### src/rtl/hex_display_mux.sv
// Time-multiplexed hex 7-segment driver: prescaled digit scan, frame-synchronous
// display update, leading-zero blanking, registered segment/anode outputs.

module hex_seg_dec (
  input  logic [3:0] nib,
  input  logic       dp,
  output logic [7:0] seg
);
  // Active-high pattern, bit0..6 = a..g, bit7 = dp
  logic [6:0] s;
  always_comb begin
    s = 7'h00;
    unique case (nib)
      4'h0: s = 7'h3F;
      4'h1: s = 7'h06;
      4'h2: s = 7'h5B;
      4'h3: s = 7'h4F;
      4'h4: s = 7'h66;
      4'h5: s = 7'h6D;
      4'h6: s = 7'h7D;
      4'h7: s = 7'h07;
      4'h8: s = 7'h7F;
      4'h9: s = 7'h6F;
      4'hA: s = 7'h77;
      4'hB: s = 7'h7C;
      4'hC: s = 7'h39;
      4'hD: s = 7'h5E;
      4'hE: s = 7'h79;
      4'hF: s = 7'h71;
    endcase
  end
  assign seg = {dp, s};
endmodule

module hex_display_mux #(
  parameter int NUM_DIGITS = 4,
  parameter int SCAN_DIV   = 50000,
  parameter int SEG_ON     = 0,
  parameter int DIG_ON     = 0
) (
  input  logic                    clk,
  input  logic                    rst,
  input  logic [4*NUM_DIGITS-1:0] value_in,
  input  logic [NUM_DIGITS-1:0]   dp_in,
  input  logic                    load,
  input  logic                    enable,
  input  logic                    blank_lz,
  output logic [7:0]              seg_out,
  output logic [NUM_DIGITS-1:0]   an_out,
  output logic                    frame_done
);
  localparam int CW = $clog2(SCAN_DIV);
  localparam int IW = (NUM_DIGITS > 1) ? $clog2(NUM_DIGITS) : 1;
  // XOR masks turn active-high internal patterns into the configured levels
  localparam logic [7:0]            SEG_XOR = {8{SEG_ON == 0}};
  localparam logic [NUM_DIGITS-1:0] DIG_XOR = {NUM_DIGITS{DIG_ON == 0}};

  logic [CW-1:0]                cnt;
  logic [IW-1:0]                idx;
  logic [NUM_DIGITS-1:0][3:0]   pend_val, disp_val;
  logic [NUM_DIGITS-1:0]        pend_dp, disp_dp;
  logic [NUM_DIGITS-1:0][7:0]   dig_seg;
  logic [NUM_DIGITS:0]          lz_chain;
  logic                         tick, wrap, blank;
  logic [7:0]                   cur_seg;
  logic [NUM_DIGITS-1:0]        onehot;

  assign tick = enable && (cnt == CW'(SCAN_DIV - 1));
  assign wrap = tick && (idx == IW'(NUM_DIGITS - 1));

  // lz_chain[k]: digits k..top are all zero with no dp
  assign lz_chain[NUM_DIGITS] = 1'b1;
  for (genvar k = 0; k < NUM_DIGITS; k++) begin : g_dig
    hex_seg_dec u_dec (.nib(disp_val[k]), .dp(disp_dp[k]), .seg(dig_seg[k]));
    assign lz_chain[k] = lz_chain[k+1] && (disp_val[k] == 4'h0) && !disp_dp[k];
  end

  assign blank   = blank_lz && (idx != '0) && lz_chain[idx];
  assign cur_seg = dig_seg[idx];
  assign onehot  = NUM_DIGITS'(1) << idx;

  always_ff @(posedge clk or posedge rst) begin
    if (rst) begin
      cnt        <= '0;
      idx        <= '0;
      pend_val   <= '0;
      pend_dp    <= '0;
      disp_val   <= '0;
      disp_dp    <= '0;
      frame_done <= 1'b0;
      seg_out    <= SEG_XOR;
      an_out     <= DIG_XOR;
    end else begin
      if (tick)        cnt <= '0;
      else if (enable) cnt <= cnt + 1'b1;

      if (tick) idx <= wrap ? '0 : idx + 1'b1;

      if (load) begin
        pend_val <= value_in;
        pend_dp  <= dp_in;
      end

      // Display only changes at frame boundary; a coinciding load bypasses pending
      if (wrap) begin
        disp_val <= load ? value_in : pend_val;
        disp_dp  <= load ? dp_in    : pend_dp;
      end

      frame_done <= wrap;
      seg_out    <= ((enable && !blank) ? cur_seg : 8'h00) ^ SEG_XOR;
      an_out     <= (enable ? onehot : '0) ^ DIG_XOR;
    end
  end
endmodule

### config.mk
export PLATFORM = sky130hd
export DESIGN_NAME = hex_display_mux
export DESIGN_NICKNAME = d
export VERILOG_FILES = /design/src/rtl/hex_display_mux.sv
export SDC_FILE = /design/constraint.sdc
export NUM_CORES = 1
export LEC_CHECK = 0
export BUFFER_PORTS_ARGS = -buffer_cell sky130_fd_sc_hd__buf_4
export CORE_AREA = 2 2 97 99
export DETAILED_ROUTE_END_ITERATION = 7
export DIE_AREA = 0 0 99 101
export GPL_TIMING_DRIVEN = 1
export PLACE_DENSITY_LB_ADDON = 0.15
export SLEW_MARGIN = 20
export SYNTH_ARGS = -nofsm -noshare
export SYNTH_HDL_FRONTEND = slang
export SYNTH_SLANG_ARGS = --single-unit
### constraint.sdc
create_clock -name clk -period 2.45 [get_ports clk]
set_clock_uncertainty 0.2 [all_clocks]
set_input_delay 0 -clock clk [delete_from_list [all_inputs] [get_ports clk]]
set_output_delay 0 -clock clk [all_outputs]
set_load 0.03 [all_outputs]
# == After elaboration in Yosys (flattened, before gate mapping) ==
# Memories as Yosys holds them, arrays and structs flattened.
# Cells that the tools add are included.
# word_totals
ff_bits,71
rom_bits,448
input_bits,25
out_inout_bits,13
n_memories,4
# mem_list
name,words,word_bits,rd,rd_ports_with_merged_regs,wr,line_no,text
(name not given),16,7,1,0,0,13,unique case (nib)
(name not given),16,7,1,0,0,13,
(name not given),16,7,1,0,0,13,
(name not given),16,7,1,0,0,13,
# classes
add_sub_neg,2
n_lt_le_gt_ge,2
eq_ne,2
shift,1
n_mux,11
bitwise,2
n_reduce_logical,23
# op_table
op,count
two-way mux 16 bit,3
adder 16 x 1 -> 16 bit (second input constant),1
binary-select mux 8 bit (select 2 bit),1
equality test 16 bit (second input constant),1
zero test 4 bit,4
two-way mux 8 bit,2
logical AND 1 bit,12
two-way mux 4 bit,2
inverter 8 bit,1
zero test 1 bit,5
less-than comparator 2 x 4 -> 1 bit (second input constant),1
inverter 4 bit,1
nonzero test 2 bit,2
left shift 1 x 2 -> 4 bit (first input constant),1
less-than comparator 2 x 3 -> 1 bit (second input constant),1
adder 2 x 1 -> 2 bit (second input constant),1
binary-select mux 1 bit (select 2 bit),1
equality test 2 bit (second input constant),1
two-way mux 2 bit,1
two-way mux 1 bit,1

# == Logic depth before layout (Yosys ltp) ==
# Gate-level depths: netlist of the first run.
# depth
depth_word,15
ltp_mapped,10
mapped_depth_nobuf,7

# == Hierarchy ==
# A second synthesis of the first run with hierarchy kept.
# hier_totals
cells_unflattened,358
hier_area_um2,4357.9
# modules_own_cells
module,n_inst,cells_each,area_each_um2
hex_display_mux,1,222,3178.0
hex_seg_dec (g_dig[0].u_dec ...),3,34,295.3
hex_seg_dec (g_dig[3].u_dec),1,34,294.0

# == Worst setup path after synthesis of the first run ==
# Ideal clock, no wire load.
# synth_path
kind,reg-to-reg
from,register cnt[7]
to,register disp_val[12] in the netlist's numbering
setup_time_ps,128
arrival_ps,1835
slack_ps,287
path_stages_with_launch,7
period_less_slack_ps,2163
cell_sequence,dfrtp_1 -> or4b_1 -> nor4_4 -> nand2_4 -> inv_2 -> buf_2 -> o21ai_0
# synth_between
elab_chain_len,3
# synth_lines
element,line_no,text
from (decl),58,logic [CW-1:0] cnt;
from (signal assigned),95,else if (enable) cnt <= cnt + 1'b1;
equality test 16 bit,68,assign tick = enable && (cnt == CW'(SCAN_DIV - 1));
logical AND 1 bit,68,
logical AND 1 bit,69,assign wrap = tick && (idx == IW'(NUM_DIGITS - 1));
named net wrap,64,"logic tick, wrap, blank;"
to (signal assigned),106,disp_val <= load ? value_in : pend_val;
to (decl),60,"logic [NUM_DIGITS-1:0][3:0] pend_val, disp_val;"
# The timed path passes the listed nets, and every way through them passes these cells.
# A chain may end at the register's enable or synchronous reset.

# == Worst setup path in the final report of the first run ==
# layout_path
from,register disp_val[0] in the netlist's numbering
to,register seg_out[6]
# layout_between
elab_chain_len,10
# layout_lines
element,line_no,text
"parallel branches: the longest is 8 deep, another holds memory (16 x 7 bit)",-,
two-way mux 8 bit *,111,seg_out <= ((enable && !blank) ? cur_seg : 8'h00) ^ SEG_XOR;
inverter 8 bit (no line) *,-,
to (signal assigned),111,
to (decl),48,"output logic [7:0] seg_out,"
# Every way passes the cells marked *. The select of a mux whose other input is x is not followed.

==> results.py, run 1 <==
metrics = {
    "status": {
        "status": "finished, final reports clean",
    },
    "synthesis": {
        "yosysMostFrequentCell": "dfrtp_1",
        "synth-seq-cells": 71,
        "yosysSeqAreaShare_pct": 45.3,
        "yosys-top-cells-area": "dfrtp_1, ha_1, mux2_2, dfstp_2, mux4_2",
        "synth_async_sr_flop_share_pct": 100,
        "synth_common_cells": "dfrtp_1, mux2_2, ha_1, nand2_1",
        "avgSynthCellArea_um2": 10.9,
        "synthCells": 362,
        "synth_area_um2": 3950,
        "yosysWarnings": 0,
        "yosysUniqueCellTypes": 48,
        "synth-edff-count": 0,
        "yosysTopAreaCellShare_pct": 37.4,
        "synth_area_leader_cell": "dfrtp_1",
        "syn_nets": 415,
        "synth_ff_type": "dfrtp_1",
    },
    "finish": {
        "final_cells": 554,
        "diodes": 0,
        "num-nets-final": 491,
        "area_growth_syn_to_layout_pct": 26.4,
        "fillers": 791,
        "stdcell_area_um2": 5000,
        "drive_gt1_share_pct": 26.0,
    },
    "clock_tree": {
        "cts_resized": 0,
        "numCtsBuffers": 9,
        "cts_tree": "built",
        "clk_pin_slew_ns": 0.08,
        "htree_levels": 3,
        "cts_buffer_depth": 2,
        "root_buffer": "clkbuf_8",
        "numClockSinks": 71,
        "clk_latency_ns": 0.34,
    },
    "critical_path": {
        "r2r-end": "seg_out[6]",
        "critical_path.max_stage_delay_ns": 0.42,
        "cp_top_family": "compound AO/OA/AOI/OAI gates",
        "start_kind": "flip-flop",
        "reg2regPathDepth": 7,
        "r2r_slack_ns": 0.15,
        "cp_cell_sequence": "inv_1 > ha_1 > nor4b_1 > o2111ai_1 > a211oi_1 > nor2b_1 > o311ai_0",
        "critPathRequiredTime_ns": 2.46,
        "slowest_stage": "dfrtp_1",
        "cp_max_fo": 8,
        "r2r-start": "disp_val[0]",
        "cp.arrival_ns": 2.31,
        "cp-end-kind": "flip-flop",
        "worstSetupPathType": "reg2reg",
        "critPathBufInv": 1,
    },
    "placed_design": {
        "routabilityCongestion": 0.896,
        "io_buffer_count": 37,
        "placed_area_um2": 4360,
        "dp_cells": 496,
        "dpl.hpwl_mm": 5.92,
    },
    "routing": {
        "drt_first_pass_iters": 4,
        "vias": 2918,
        "drt_iter0_drc": 202,
        "final_antenna_net_count": 0,
        "wirelength_mm": 8.51,
        "drt_drc_violations_left": 0,
        "routedWlPerCell_um": 15.4,
        "via_per_inst": 5.27,
    },
    "global_routing": {
        "grt_pass1_wl_mm": 14.1,
        "grtUsageMet3_pct": 3.88,
        "use_met1_pct": 23.8,
        "overflow": 0,
        "busiest_layer": "met2",
        "track_usage_pct": 17.7,
        "antenna_found_initial": 0,
        "gr-usage-met2_pct": 28.8,
        "grt_max_degree": 41,
        "grt_pass1_vias": 2931,
    },
    "timing": {
        "maxSlewViolCount": 0,
        "tns_ns": 0,
        "period_needed_ns": 2.30,
        "final-setup-viol-count": 0,
        "tightest_slew_ns": 0.666,
        "fmax_ghz": 0.435,
        "rsz0062_at_grt": "no",
        "relSlewSlack_pct": 55.5,
        "hold_viol_final": 0,
        "post-route-period-util_pct": 93.8,
    },
    "floorplanning": {
        "io_pins": 38,
        "rows": 35,
        "dieArea_um2": 10000,
        "core_area_um2": 8980,
        "die_w_um": 99,
        "die_h_um": 101,
        "start_util_pct": 44.0,
    },
    "worst_hold_path": {
        "min_to": "seg_out[7]",
        "min_path_type": "in2reg",
        "hp-start": "blank_lz",
        "hold_depth": 5,
    },
    "power": {
        "p_leak_nw": 2.20,
        "power_density_nw_per_um2": 525,
        "peakVddDrop_uv": 335,
    },
    "run": {
        "maxCapViolations": 0,
    },
}
[kinds of logic (layout without fill, tap and decap cells)]
group / after synthesis / in the layout / synth area share [%]
adder cells (fa/ha/maj): 28 / 28 / 8.86
AND/OR/NAND/NOR: 99 / 99 / 13.2
multiplexers: 46 / 46 / 14.5
AO/OA/AOI/OAI: 61 / 61 / 10.9
buffers and inverters: 44 / 125 / 4.27
flip-flops: 71 / 71 / 45.3
XOR/XNOR: 13 / 13 / 2.88
[cells in the final DEF (no fill, tap or decap), drive strengths merged, types with 3 or more instances in the layout]
master       count
nand2           24
dfstp           12
dfrtp           59
a211oi           4
nand2b           5
nand4            5
or3              3
mux2            30
ha              28
a32oi            5
dlygate4sd3     42
mux2i           10
o21ai           20
nor3             5
xor2             8
buf             45
a221oi           4
xnor2            5
nor2b            7
inv             22
nand3           18
o311ai           5
clkbuf          10
mux4             6
nor2            21
o211ai           9
clkinv           4
[worst max path at each step]
stage / slack [ns] / cells past startpoint / end / start
2_1_floorplan: 0.29 / 6 / disp_val[12] / cnt[7]
3_3_place_gp: 0.27 / 5 / disp_val[13] / cnt[7]
3_5_place_dp: 0.18 / 7 / seg_out[6] / disp_val[0]
4_1_cts: 0.16 / 7 / seg_out[6] / disp_val[0]
5_1_grt: 0.006 / 7 / seg_out[6] / disp_val[0]
6_report: 0.15 / 7 / seg_out[6] / disp_val[0]
[report_power, final]
group,leakage [nW],internal (mW),switching [mW]
Combinational,1.26,0.165,0.116
Clock,0.116,0.598,0.442
Sequential,0.827,1.25,0.0505
[flip-flops by register name (all words and copies together), names as in the netlist]
name and cells:
an_out 4, frame_done 1, pend_val 16, disp_val 16, pend_dp 4, seg_out 8
cnt 16, disp_dp 4, idx 2
[worst register-to-register path, cell delays in order, from the launching register on]
cell	delay (ns)
dfrtp_1	0.42
inv_1	0.12
ha_1	0.27
nor4b_1	0.17
o2111ai_1	0.22
a211oi_1	0.10
nor2b_1	0.39
o311ai_0	0.29
[area by class of cell]
| cell class | instances | area (um2) | area share (%) |
|---|---|---|---|
| clock inverter | 6 | 83.8 | 1.68 |
| sequential | 71 | 1790 | 35.9 |
| inverter | 22 | 82.6 | 1.65 |
| clock buffer | 10 | 138 | 2.75 |
| multi-input combinational | 247 | 1990 | 39.9 |
| tap | 111 | 139 | 2.78 |
| timing repair buffer | 87 | 771 | 15.4 |
[timing repair]
item / CTS / global route
hold buffers: 42 / 0
buffers inserted: 0 / 0
hold endpoints to repair: 86 / 0
[through the flow]
| stage | hold slack [ns] | setup WS, ns | utilization, % | power, mW |
|---|---|---|---|---|
| finish | 0.0874 | 0.151 | 55.7 | 2.62 |
| global route | 0.104 | 0.00638 | 55.7 | 2.74 |
| CTS | 0.0876 | 0.165 | 55.7 | 2.65 |
| detailed placement | -0.0466 | 0.181 | 48.5 | 1.53 |
| global placement | -0.0621 | 0.275 | 48.5 | 1.52 |
| floorplan | -0.0345 | 0.287 | - | 1.45 |
[layer usage]
layer  part of all wire (%)  vias up
met5                      0        -
met4                    1.6        0
met3                    4.5       12
met2                     47       53
met1                     47     1405
li1                       -     1448
Note: power is estimated with default switching activity, not from simulation.
==> run 2: changes to the inputs <==
--- a/config.mk
+++ b/config.mk
@@ -11,6 +11,7 @@
 export DIE_AREA = 0 0 99 101
 export GPL_TIMING_DRIVEN = 1
 export PLACE_DENSITY_LB_ADDON = 0.15
+export RECOVER_POWER = 100
 export SLEW_MARGIN = 20
 export SYNTH_ARGS = -nofsm -noshare
 export SYNTH_HDL_FRONTEND = slang
==> results.py, run 2 (synthesis results as in run 1) <==
metrics = {
    "finish": {
        "multiInputGateArea_um2": 1990,
        "area_growth_syn_to_layout_pct": 24.5,
        "mostFrequentLayoutCell": "dfrtp_1",
        "diodes": 0,
        "largest_registers": "cnt x16, disp_val x16, pend_val x16",
        "drive_gt1_share_pct": 21.2,
        "regArea_um2": 1790,
        "layout_common_cells": "dfrtp_1, dlygate4sd3_1, ha_1, buf_4, mux2_2",
        "num-nets-final": 491,
        "fillers": 809,
    },
    "global_routing": {
        "grt_pass1_wl_mm": 14.1,
        "grt_max_degree": 41,
        "grt_pass1_vias": 2931,
        "antenna_found_initial": 0,
        "track_usage_pct": 17.7,
        "overflow": 0,
    },
    "clock_tree": {
        "clk_latency_ns": 0.34,
        "cts_resized": 0,
        "cts_buffer_depth": 2,
        "numClockSinks": 71,
        "htree_levels": 3,
        "cts_tree": "built",
        "root_buffer": "clkbuf_8",
        "numCtsBuffers": 9,
        "clk_pin_slew_ns": 0.08,
    },
    "routing": {
        "via_per_inst": 5.30,
        "routedWlPerCell_um": 15.3,
        "drt_iter0_drc": 167,
        "wirelength_mm": 8.50,
        "drt_drc_violations_left": 0,
        "drt_first_pass_iters": 4,
        "final_antenna_net_count": 0,
        "vias": 2937,
    },
    "floorplanning": {
        "rows": 35,
        "die_h_um": 101,
        "die_w_um": 99,
        "start_util_pct": 44.0,
        "io_pins": 38,
        "core_area_um2": 8980,
        "dieArea_um2": 10000,
    },
    "timing": {
        "hold_viol_final": 0,
        "tightest_slew_ns": 1.14,
        "maxSlewViolCount": 0,
        "period_needed_ns": 2.30,
        "final-setup-viol-count": 0,
        "tns_ns": 0,
        "relSlewSlack_pct": 23.7,
        "fmax_ghz": 0.434,
        "rsz0062_at_grt": "no",
        "post-route-period-util_pct": 94.0,
    },
    "critical_path": {
        "critPathRequiredTime_ns": 2.46,
        "cp_cell_sequence": "inv_1 > ha_1 > nor4b_1 > o2111ai_1 > a211oi_1 > nor2b_1 > o311ai_0",
        "cp-end-kind": "flip-flop",
        "critical_path.max_stage_delay_ns": 0.42,
        "worstSetupPathType": "reg2reg",
        "cp.arrival_ns": 2.31,
        "slowest_stage": "dfrtp_1",
        "critPathBufInv": 1,
        "cp_top_family": "compound AO/OA/AOI/OAI gates",
        "cp_max_fo": 8,
        "start_kind": "flip-flop",
    },
    "run": {
        "maxCapViolations": 0,
    },
    "power": {
        "power_density_nw_per_um2": 531,
        "p_leak_nw": 2.15,
        "peakVddDrop_uv": 333,
        "power_mw": 2.61,
    },
    "placed_design": {
        "dpl.hpwl_mm": 5.92,
        "routabilityCongestion": 0.896,
        "io_buffer_count": 37,
    },
    "worst_hold_path": {
        "min_path_type": "in2reg",
    },
    "status": {
        "status": "finished, final reports clean",
    },
}
==> run 2: changes by cell type in the layout (fill, tap and decap cells not counted), sizes merged <==
cell	before	now
clkbuf	10	28
buf	45	27
==> run 2: layout make-up <==
type                    instances  area share (%)
clock buffers                  10            2.80
repair buffers                 87            14.2
well taps                     111            2.82
clock inverters                 6            1.70
inverters                      22            1.68
flip-flops and latches         71            36.4
multi-input cells             247            40.4
==> run 2: per-stage QoR <==
step / hold slack (ns) / setup WS (ns) / instance area, um2 / util (%) / instances
finish: 0.0940 / 0.147 / 4920 / 54.8 / 554
global route: 0.106 / 0.00495 / 4920 / 54.8 / 554
CTS: 0.0876 / 0.165 / 5000 / 55.7 / 554
detailed placement: -0.0466 / 0.181 / 4360 / 48.5 / 496
global placement: -0.0621 / 0.275 / 4360 / 48.5 / 496
floorplan: -0.0345 / 0.287 / 3950 / - / 362
==> run 2: final timing paths <==
kind,end,slack [ns],depth (start not counted),startpoint
max in group asynchronous,an_out[3],0.49,4,rst
min in group asynchronous,pend_val[0],0.31,3,rst
worst max-delay path,seg_out[6],0.15,7,disp_val[0]
worst min register to register,cnt[10],0.30,1,cnt[10]
worst min-delay path,seg_out[7],0.09,5,blank_lz
worst max register to register,seg_out[6],0.15,7,disp_val[0]
==> run 2: worst register-to-register path, delay by kind of cell (launching register included) <==
family          cells  cell delay [ns]
flops               1             0.42
compound gates      3             0.60
simple gates        2             0.57
buf+inv             1             0.12
fa+ha+maj           1             0.27
==> run 2: power by group <==
group / switching [mW] / internal, mW / total, mW
combinational: 0.115 / 0.157 / 0.272
clock: 0.442 / 0.598 / 1.04
sequential: 0.0494 / 1.25 / 1.30
==> run 2: routing by layer <==
metal,up-vias,wire [um],global-route usage [%]
met4,0,121,5.06
li1,1449,-,-
met3,10,388,3.88
met1,1422,4000,23.8
met2,56,3980,28.8
met5,-,0,0
==> run 2: repair_timing <==
action | in CTS | in global routing
setup buffers | 0 | 0
hold buffers | 42 | 0
hold endpoints to repair | 86 | 0
